===== src/rtl/range_monitor_pkg.sv =====
// Shared types and elaboration helpers for the fixed-point range monitor.
//   mon_mode_t  : reporting mode (silent / $error per event / $fatal on first)
//   RUN_W       : width of the per-channel out-of-range run counter (PERSIST <= 255)
//   fix_lim()   : converts a real limit to an integer code (ceil or floor), clamped
//   code2real() : converts a signed code back to a real for messages
package range_monitor_pkg;

  typedef enum logic [1:0] {
    MON_SILENT = 2'd0,
    MON_ERROR  = 2'd1,
    MON_FATAL  = 2'd2
  } mon_mode_t;

  localparam int RUN_W = 8;

  // Scale r by 2**-exp, round up (up=1) or down (up=0), then clamp to the
  // signed w-bit range. Clamping happens on the real value first so the
  // real-to-integer conversion can never overflow.
  function automatic longint fix_lim(real r, int exp, int w, bit up);
    real    s;
    longint t;
    longint vmax;
    longint vmin;
    s = r;
    if (exp < 0) begin
      for (int i = 0; i < -exp; i++) s = s * 2.0;
    end else begin
      for (int i = 0; i < exp; i++) s = s / 2.0;
    end
    vmax = (longint'(1) <<< (w - 1)) - 1;
    vmin = -(longint'(1) <<< (w - 1));
    if (s >= real'(vmax)) return vmax;
    if (s <= real'(vmin)) return vmin;
    t = $rtoi(s);  // truncates toward zero
    if (up) begin
      if (real'(t) < s) t = t + 1;
    end else begin
      if (real'(t) > s) t = t - 1;
    end
    return t;
  endfunction

  function automatic real code2real(logic signed [63:0] c, int exp);
    real s;
    s = real'(c);
    if (exp < 0) begin
      for (int i = 0; i < -exp; i++) s = s / 2.0;
    end else begin
      for (int i = 0; i < exp; i++) s = s * 2.0;
    end
    return s;
  endfunction

endpackage


===== src/rtl/range_monitor_real_ch.sv =====
// One monitored channel: limit compare, persistence run counter with
// re-arm, single-cycle event generation, sticky flag and saturating count.
// Ports:
//   clk, rst_n        clock, asynchronous active-low reset
//   cke, clr          sample enable, synchronous clear (clr wins)
//   code              signed sample code
//   hit               combinational: this edge completes an event
//   viol_now          registered one-cycle event pulse
//   viol_sticky       sticky event flag
//   viol_cnt          saturating event count
module range_check_ch
  import range_monitor_pkg::*;
#(
  parameter int     WIDTH   = 16,
  parameter int     PERSIST = 1,
  parameter int     CNT_W   = 16,
  parameter longint LO_FIX  = 0,
  parameter longint HI_FIX  = 0
) (
  input  logic             clk,
  input  logic             rst_n,
  input  logic             cke,
  input  logic             clr,
  input  logic [WIDTH-1:0] code,
  output logic             hit,
  output logic             viol_now,
  output logic             viol_sticky,
  output logic [CNT_W-1:0] viol_cnt
);

  localparam logic signed [WIDTH-1:0] LO_C       = WIDTH'(LO_FIX);
  localparam logic signed [WIDTH-1:0] HI_C       = WIDTH'(HI_FIX);
  localparam logic [RUN_W-1:0]        PERSIST_C  = RUN_W'(PERSIST);
  localparam logic [RUN_W-1:0]        PERSIST_M1 = RUN_W'(PERSIST - 1);

  logic signed [WIDTH-1:0] code_s;
  logic                    out_rng;
  logic [RUN_W-1:0]        run_reg;
  logic [RUN_W-1:0]        run_next;
  logic                    now_reg;
  logic                    sticky_reg;
  logic [CNT_W-1:0]        cnt_reg;

  assign code_s = code;

  // The run saturates at PERSIST, so an unbroken violation fires only on the
  // sample that moves it from PERSIST-1 to PERSIST; an in-range sample re-arms.
  always_comb begin
    out_rng  = (code_s < LO_C) || (code_s > HI_C);
    hit      = cke && !clr && out_rng && (run_reg == PERSIST_M1);
    run_next = run_reg;
    if (cke) begin
      if (!out_rng) begin
        run_next = '0;
      end else if (run_reg != PERSIST_C) begin
        run_next = run_reg + RUN_W'(1);
      end
    end
  end

  always_ff @(posedge clk or negedge rst_n) begin
    if (!rst_n) begin
      run_reg    <= '0;
      now_reg    <= 1'b0;
      sticky_reg <= 1'b0;
      cnt_reg    <= '0;
    end else if (clr) begin
      run_reg    <= '0;
      now_reg    <= 1'b0;
      sticky_reg <= 1'b0;
      cnt_reg    <= '0;
    end else begin
      run_reg <= run_next;
      now_reg <= hit;
      if (hit) begin
        sticky_reg <= 1'b1;
        if (cnt_reg != {CNT_W{1'b1}}) cnt_reg <= cnt_reg + CNT_W'(1);
      end
    end
  end

  assign viol_now    = now_reg;
  assign viol_sticky = sticky_reg;
  assign viol_cnt    = cnt_reg;

endmodule


===== src/rtl/range_monitor_real.sv =====
// Multi-channel range monitor for fixed-point reals (value = code * 2**EXPONENT).
// Each channel flags a violation after PERSIST consecutive out-of-range
// samples; the first flagged violation (channel, code, timestamp) is captured.
// Ports:
//   clk, rst_n    clock, asynchronous active-low reset
//   cke           sample enable
//   clr           synchronous clear of all sticky/count/capture/timestamp state
//   in            packed signed codes, channel k = in[k*WIDTH +: WIDTH]
//   viol_now      per-channel event pulse (registered)
//   viol_sticky   per-channel sticky flag
//   viol_any      OR of viol_sticky
//   viol_cnt      per-channel saturating event counts, CNT_W bits each
//   first_valid   first-event capture valid
//   first_ch      channel of first event
//   first_val     code that completed the first event
//   first_time    sample timestamp of the first event
module range_monitor_real
  import range_monitor_pkg::*;
#(
  parameter int        N_CH     = 4,
  parameter int        WIDTH    = 16,
  parameter int        EXPONENT = -12,
  parameter real       LO       = -1.0,
  parameter real       HI       = 1.0,
  parameter int        PERSIST  = 1,
  parameter int        CNT_W    = 16,
  parameter int        TIME_W   = 32,
  parameter mon_mode_t MODE     = MON_SILENT,
  localparam int       CH_W     = (N_CH > 1) ? $clog2(N_CH) : 1
) (
  input  logic                    clk,
  input  logic                    rst_n,
  input  logic                    cke,
  input  logic                    clr,
  input  logic [N_CH*WIDTH-1:0]   in,
  output logic [N_CH-1:0]         viol_now,
  output logic [N_CH-1:0]         viol_sticky,
  output logic                    viol_any,
  output logic [N_CH*CNT_W-1:0]   viol_cnt,
  output logic                    first_valid,
  output logic [CH_W-1:0]         first_ch,
  output logic [WIDTH-1:0]        first_val,
  output logic [TIME_W-1:0]       first_time
);

  localparam longint LO_FIX = fix_lim(LO, EXPONENT, WIDTH, 1'b1);
  localparam longint HI_FIX = fix_lim(HI, EXPONENT, WIDTH, 1'b0);

  if (LO_FIX > HI_FIX) begin : g_lim_err
    $error("range_monitor_real: empty range, lo_fix=%0d > hi_fix=%0d", LO_FIX, HI_FIX);
  end

  logic [N_CH-1:0]   hit;
  logic [TIME_W-1:0] tcount_reg;
  logic              first_valid_reg;
  logic [CH_W-1:0]   first_ch_reg;
  logic [WIDTH-1:0]  first_val_reg;
  logic [TIME_W-1:0] first_time_reg;
  logic [CH_W-1:0]   pick_ch;
  logic [WIDTH-1:0]  pick_val;

  for (genvar gi = 0; gi < N_CH; gi++) begin : g_ch
    range_check_ch #(
      .WIDTH   (WIDTH),
      .PERSIST (PERSIST),
      .CNT_W   (CNT_W),
      .LO_FIX  (LO_FIX),
      .HI_FIX  (HI_FIX)
    ) u_ch (
      .clk         (clk),
      .rst_n       (rst_n),
      .cke         (cke),
      .clr         (clr),
      .code        (in[gi*WIDTH +: WIDTH]),
      .hit         (hit[gi]),
      .viol_now    (viol_now[gi]),
      .viol_sticky (viol_sticky[gi]),
      .viol_cnt    (viol_cnt[gi*CNT_W +: CNT_W])
    );
  end

  // Lowest index wins: scan downward so the last assignment is the lowest hit.
  always_comb begin
    pick_ch  = '0;
    pick_val = '0;
    for (int k = N_CH - 1; k >= 0; k--) begin
      if (hit[k]) begin
        pick_ch  = CH_W'(k);
        pick_val = in[k*WIDTH +: WIDTH];
      end
    end
  end

  // Timestamp counts accepted samples; first_time takes the value seen by
  // the completing sample, i.e. before this edge's increment.
  always_ff @(posedge clk or negedge rst_n) begin
    if (!rst_n) begin
      tcount_reg      <= '0;
      first_valid_reg <= 1'b0;
      first_ch_reg    <= '0;
      first_val_reg   <= '0;
      first_time_reg  <= '0;
    end else if (clr) begin
      tcount_reg      <= '0;
      first_valid_reg <= 1'b0;
      first_ch_reg    <= '0;
      first_val_reg   <= '0;
      first_time_reg  <= '0;
    end else begin
      if (cke && (tcount_reg != {TIME_W{1'b1}})) tcount_reg <= tcount_reg + TIME_W'(1);
      if (!first_valid_reg && (|hit)) begin
        first_valid_reg <= 1'b1;
        first_ch_reg    <= pick_ch;
        first_val_reg   <= pick_val;
        first_time_reg  <= tcount_reg;
      end
    end
  end

  assign viol_any    = |viol_sticky;
  assign first_valid = first_valid_reg;
  assign first_ch    = first_ch_reg;
  assign first_val   = first_val_reg;
  assign first_time  = first_time_reg;

  // Diagnostic messages; only elaborated when a reporting mode is selected.
  if (MODE != MON_SILENT) begin : g_msg
    always_ff @(posedge clk) begin
      if (rst_n && (MODE == MON_ERROR)) begin
        for (int k = 0; k < N_CH; k++) begin
          if (hit[k]) begin
            $error("range_monitor_real: ch %0d value %f outside [%f, %f]", k,
                   code2real(64'($signed(in[k*WIDTH +: WIDTH])), EXPONENT),
                   code2real(64'(LO_FIX), EXPONENT), code2real(64'(HI_FIX), EXPONENT));
          end
        end
      end
      if (rst_n && (MODE == MON_FATAL) && first_valid_reg) begin
        $fatal(1, "range_monitor_real: ch %0d value %f outside [%f, %f] at sample %0d",
               first_ch_reg, code2real(64'($signed(first_val_reg)), EXPONENT),
               code2real(64'(LO_FIX), EXPONENT), code2real(64'(HI_FIX), EXPONENT),
               first_time_reg);
      end
    end
  end

endmodule


===== config.mk =====
export PLATFORM = sky130hd
export DESIGN_NAME = range_monitor_real
export DESIGN_NICKNAME = d
export VERILOG_FILES = /design/src/rtl/range_monitor_pkg.sv /design/src/rtl/range_monitor_real_ch.sv /design/src/rtl/range_monitor_real.sv
export SDC_FILE = /design/constraint.sdc
export NUM_CORES = 1
export LEC_CHECK = 0
export ABC_AREA = 1
export ABC_CLOCK_PERIOD_IN_PS = 1800
export CAP_MARGIN = 25
export CORE_MARGIN = 4
export CORE_UTILIZATION = 49
export DETAILED_ROUTE_END_ITERATION = 10
export PLACE_DENSITY = 0.77
export SYNTH_ARGS = -nofsm -noshare
export SYNTH_HDL_FRONTEND = slang
export SYNTH_SLANG_ARGS = --single-unit

===== constraint.sdc =====
create_clock -name clk -period 1.8 [get_ports clk]
set_input_delay 0.36 -clock clk [delete_from_list [all_inputs] [get_ports clk]]
set_output_delay 0.36 -clock clk [all_outputs]
set_load 0.005 [all_outputs]

==> qor.yml <==
global_route:
  grt_max_degree: 41
  use_met3: 0.05617
  grt_overflow: 0
  grt.busiest_layer: "met2"
  first_global_vias: 12410
  grt_use_met1: 0.3512
  grt_pass1_wl_um: 61660
  globalRouteMet2Util: 0.5111
  track_usage: 0.2931
  antenna_found_initial: 3
yosys:
  synth_seq_area_share: 0.4173
  synth.largest_area_cell: "dfrtp_1"
  netlist-cell-type-count: 43
  synth_top_area_frac: 0.4173
  synth_edf_count: 0
  synthCells: 1526
  synth_area_leaders: "dfrtp_1 (42%), nand2_1 (13%), nor2_1 (6.6%), nand3_1 (6.5%), inv_1 (5.0%)"
  synthArstFlopShare: 1.000
  synth_fp_nets: 1611
  synth_most_common_cell: "nand2_1"
  syn_area_um2: 11210
  synth.cells.most_frequent: "nand2_1 (403), nor2_1 (197), dfrtp_1 (187), inv_1 (149), nand3_1 (146)"
  synth-main-ff-cell: "dfrtp_1"
  syn_avg_cell_area_um2: 7.348
  ys_ff_latch: 187
  synth_warnings: 0
timing:
  fmax_ghz: 0.4858
  whs_ns: 0.3247
  rsz0062_at_grt: "yes"
  slew-limit-headroom: 0.6253
  finalHoldViolations: 0
  skew_ns: 0.02163
  setup_slack_ns: -0.2583
  finalSetupViolCount: 142
  tightest_slew_ns: 0.5620
  drv_slew: 0
  finalCritPeriodShare: 1.144
  fin_crit_ns: 2.058
worst_setup_path:
  crit_path_start_kind: "flip-flop"
  max_stage_delay_ns: 0.40
  cp_slowest_cell: "dfrtp_1"
  cp_max_fo: 12
  path_cells: "nor2_1 > nand3_2 > nor2_4 > nand2_4 > buf_4 > buf_4 > buf_4 > nand3_1 > nand3_1 > nand3_1 > nand2_1"
  arrival_ns: 2.39
  criticalPathCategory: "reg -> reg"
  cp.required_ns: 2.13
  end_kind: "flip-flop"
detailed_routing:
  drtIter0Drc: 1536
  via_per_inst: 5.783
  vias: 13350
  drt_wl_total_um: 44850
  wl_per_cell_um: 19.42
  postRouteAntennaNets: 0
  drc: 0
  first_pass_iters: 6
cts:
  cts_buffer_depth: 2
  numCtsBuffers: 17
  htree_levels: 4
  cts.sinks: 187
  insertion_delay_ns: 0.45
  ctsRootBufferMaster: "clkbuf_16"
  cts_tree: "yes"
  clk_pin_slew_ns: 0.08
worst_hold_path:
  min_path_type: "in -> reg"
placed_design:
  routabilityCongestion: 0.9385
  dpl.hpwl_um: 26220
  dp_cells: 2191
  port_buffers: 191
  place_ws_ns: -0.7338
power:
  intPower_w: 0.008052
  p_clk_frac: 0.322
  net-switching-power_w: 0.003788
  leakagePower_nw: 8.872
  p_per_area_nw_per_um2: 666.9
  total_power_w: 0.01184
  peakVddDrop_mv: 0.6803
  combPwrFrac: 0.294
  p_seq_frac: 0.384
  p_sw_frac: 0.3199
status:
  status: "finished, violations left"
  violations: "setup timing"
die:
  die_w_um: 159.3
  start_util: 0.4968
  pin_count: 192
  die_area_um2: 25370
  coreArea_um2: 22570
  die_h_um: 159.3
  rows: 55
final_layout:
  largest_register_ffs: 64
  fin_cells: 2309
  nets: 2092
  drive_above_1_share: 0.3050
  area_growth_pct: 58.32
  num-fill-cells: 1454
job:
  max_cap_viol_count: 0
==> cells by family after synthesis <==
kind of cell | after synthesis | share of synthesized area
adder cells (fa/ha/maj) | 17 | 0.01897
buffers and inverters | 216 | 0.08369
AO/OA/AOI/OAI | 170 | 0.09373
flip-flops | 187 | 0.4173
AND/OR/NAND/NOR | 881 | 0.3432
multiplexers | 1 | 0.0008927
XOR/XNOR | 54 | 0.04218
==> power by group through the flow <==
stage / combinational (W) / clock, W / sequential, W
floorplan: 0.00107 / 0 / 0.00462
global placement: 0.00241 / 0 / 0.00459
detailed placement: 0.00246 / 0 / 0.00459
CTS: 0.00291 / 0.00381 / 0.00451
global route: 0.00367 / 0.00398 / 0.00456
finish: 0.00349 / 0.00381 / 0.00454
==> per-stage QoR <==
step | util | TNS [ns] | instance area, um2
3_5_place_dp | 0.6695 | -87.25 | 15110
5_1_grt | 0.7864 | -27.40 | 17750
3_3_place_gp | 0.6695 | -79.66 | 15110
4_1_cts | 0.7254 | -1.256 | 16370
2_1_floorplan | - | 0 | 11210
6_report | 0.7865 | -16.72 | 17750
==> placed cells by master (no fill, tap or decap), types with 11 or more instances in the layout <==
| cell | instances |
|---|---|
| o21ai_0 | 36 |
| nor2_4 | 13 |
| dlymetal6s2s_1 | 39 |
| nand2_1 | 318 |
| a21oi_1 | 29 |
| nand3_1 | 134 |
| nor3_2 | 13 |
| inv_1 | 136 |
| nand2_2 | 55 |
| dlygate4sd2_1 | 58 |
| dfrtp_1 | 177 |
| buf_12 | 18 |
| nand4_1 | 42 |
| nor3_1 | 35 |
| clkdlybuf4s50_1 | 92 |
| buf_6 | 39 |
| ha_1 | 11 |
| o31ai_1 | 26 |
| clkbuf_16 | 23 |
| o21ai_2 | 28 |
| nor2_1 | 169 |
| inv_2 | 18 |
| nor2_2 | 22 |
| buf_4 | 259 |
| o21ai_1 | 13 |
| nand2_4 | 38 |
| xor2_1 | 51 |
==> worst paths after layout <==
| check | start | slack [ns] | cells after the start | to |
|---|---|---|---|---|
| max in group asynchronous | rst_n | 0.83 | 3 | first_valid |
| worst min register to register | first_time[7] | 0.47 | 2 | first_time[7] |
| worst max-delay path | g_ch[2].u_ch.run_reg[6] | -0.26 | 11 | first_val[1] |
| worst min-delay path | in[34] | 0.32 | 5 | first_val[2] |
| min in group asynchronous | rst_n | 0.41 | 2 | g_ch[0].u_ch.viol_cnt[11] |
| worst max register to register | g_ch[2].u_ch.run_reg[6] | -0.26 | 11 | first_val[1] |
==> what timing repair did <==
action,CTS,global route
setup endpoints to repair,155,196
hold endpoints to repair,36,0
hold buffers,1,0
pin swaps,38,67
setup buffers,37,35
gates resized for setup,161,284
gates cloned,5,7
==> area by class of cell <==
class | instances | area (um2) | share of cell area
multi-input combinational | 1125 | 6624 | 0.3731
timing repair buffer | 516 | 4872 | 0.2744
sequential | 187 | 4692 | 0.2643
inverter | 159 | 619.3 | 0.03489
clock buffer | 21 | 460.4 | 0.02594
tap | 285 | 356.6 | 0.02009
clock inverter | 11 | 110.1 | 0.006202
antenna | 4 | 10.01 | 0.0005638
timing repair inverter | 1 | 8.758 | 0.0004933
==> worst max-delay path, delay by kind of cell (launching register included) <==
kind	cells	cell delay, ns
buffers and inverters	3	0.44
and+or+nand+nor	8	1.09
DFF	1	0.40
==> routing by layer <==
metal / routed length [um] / vias to the layer above
li1: - / 5940
met1: 16530 / 6272
met2: 21620 / 864
met3: 3813 / 277
met4: 2882 / 0
met5: 0 / -
No activity file was read; power rests on OpenSTA's default activity.
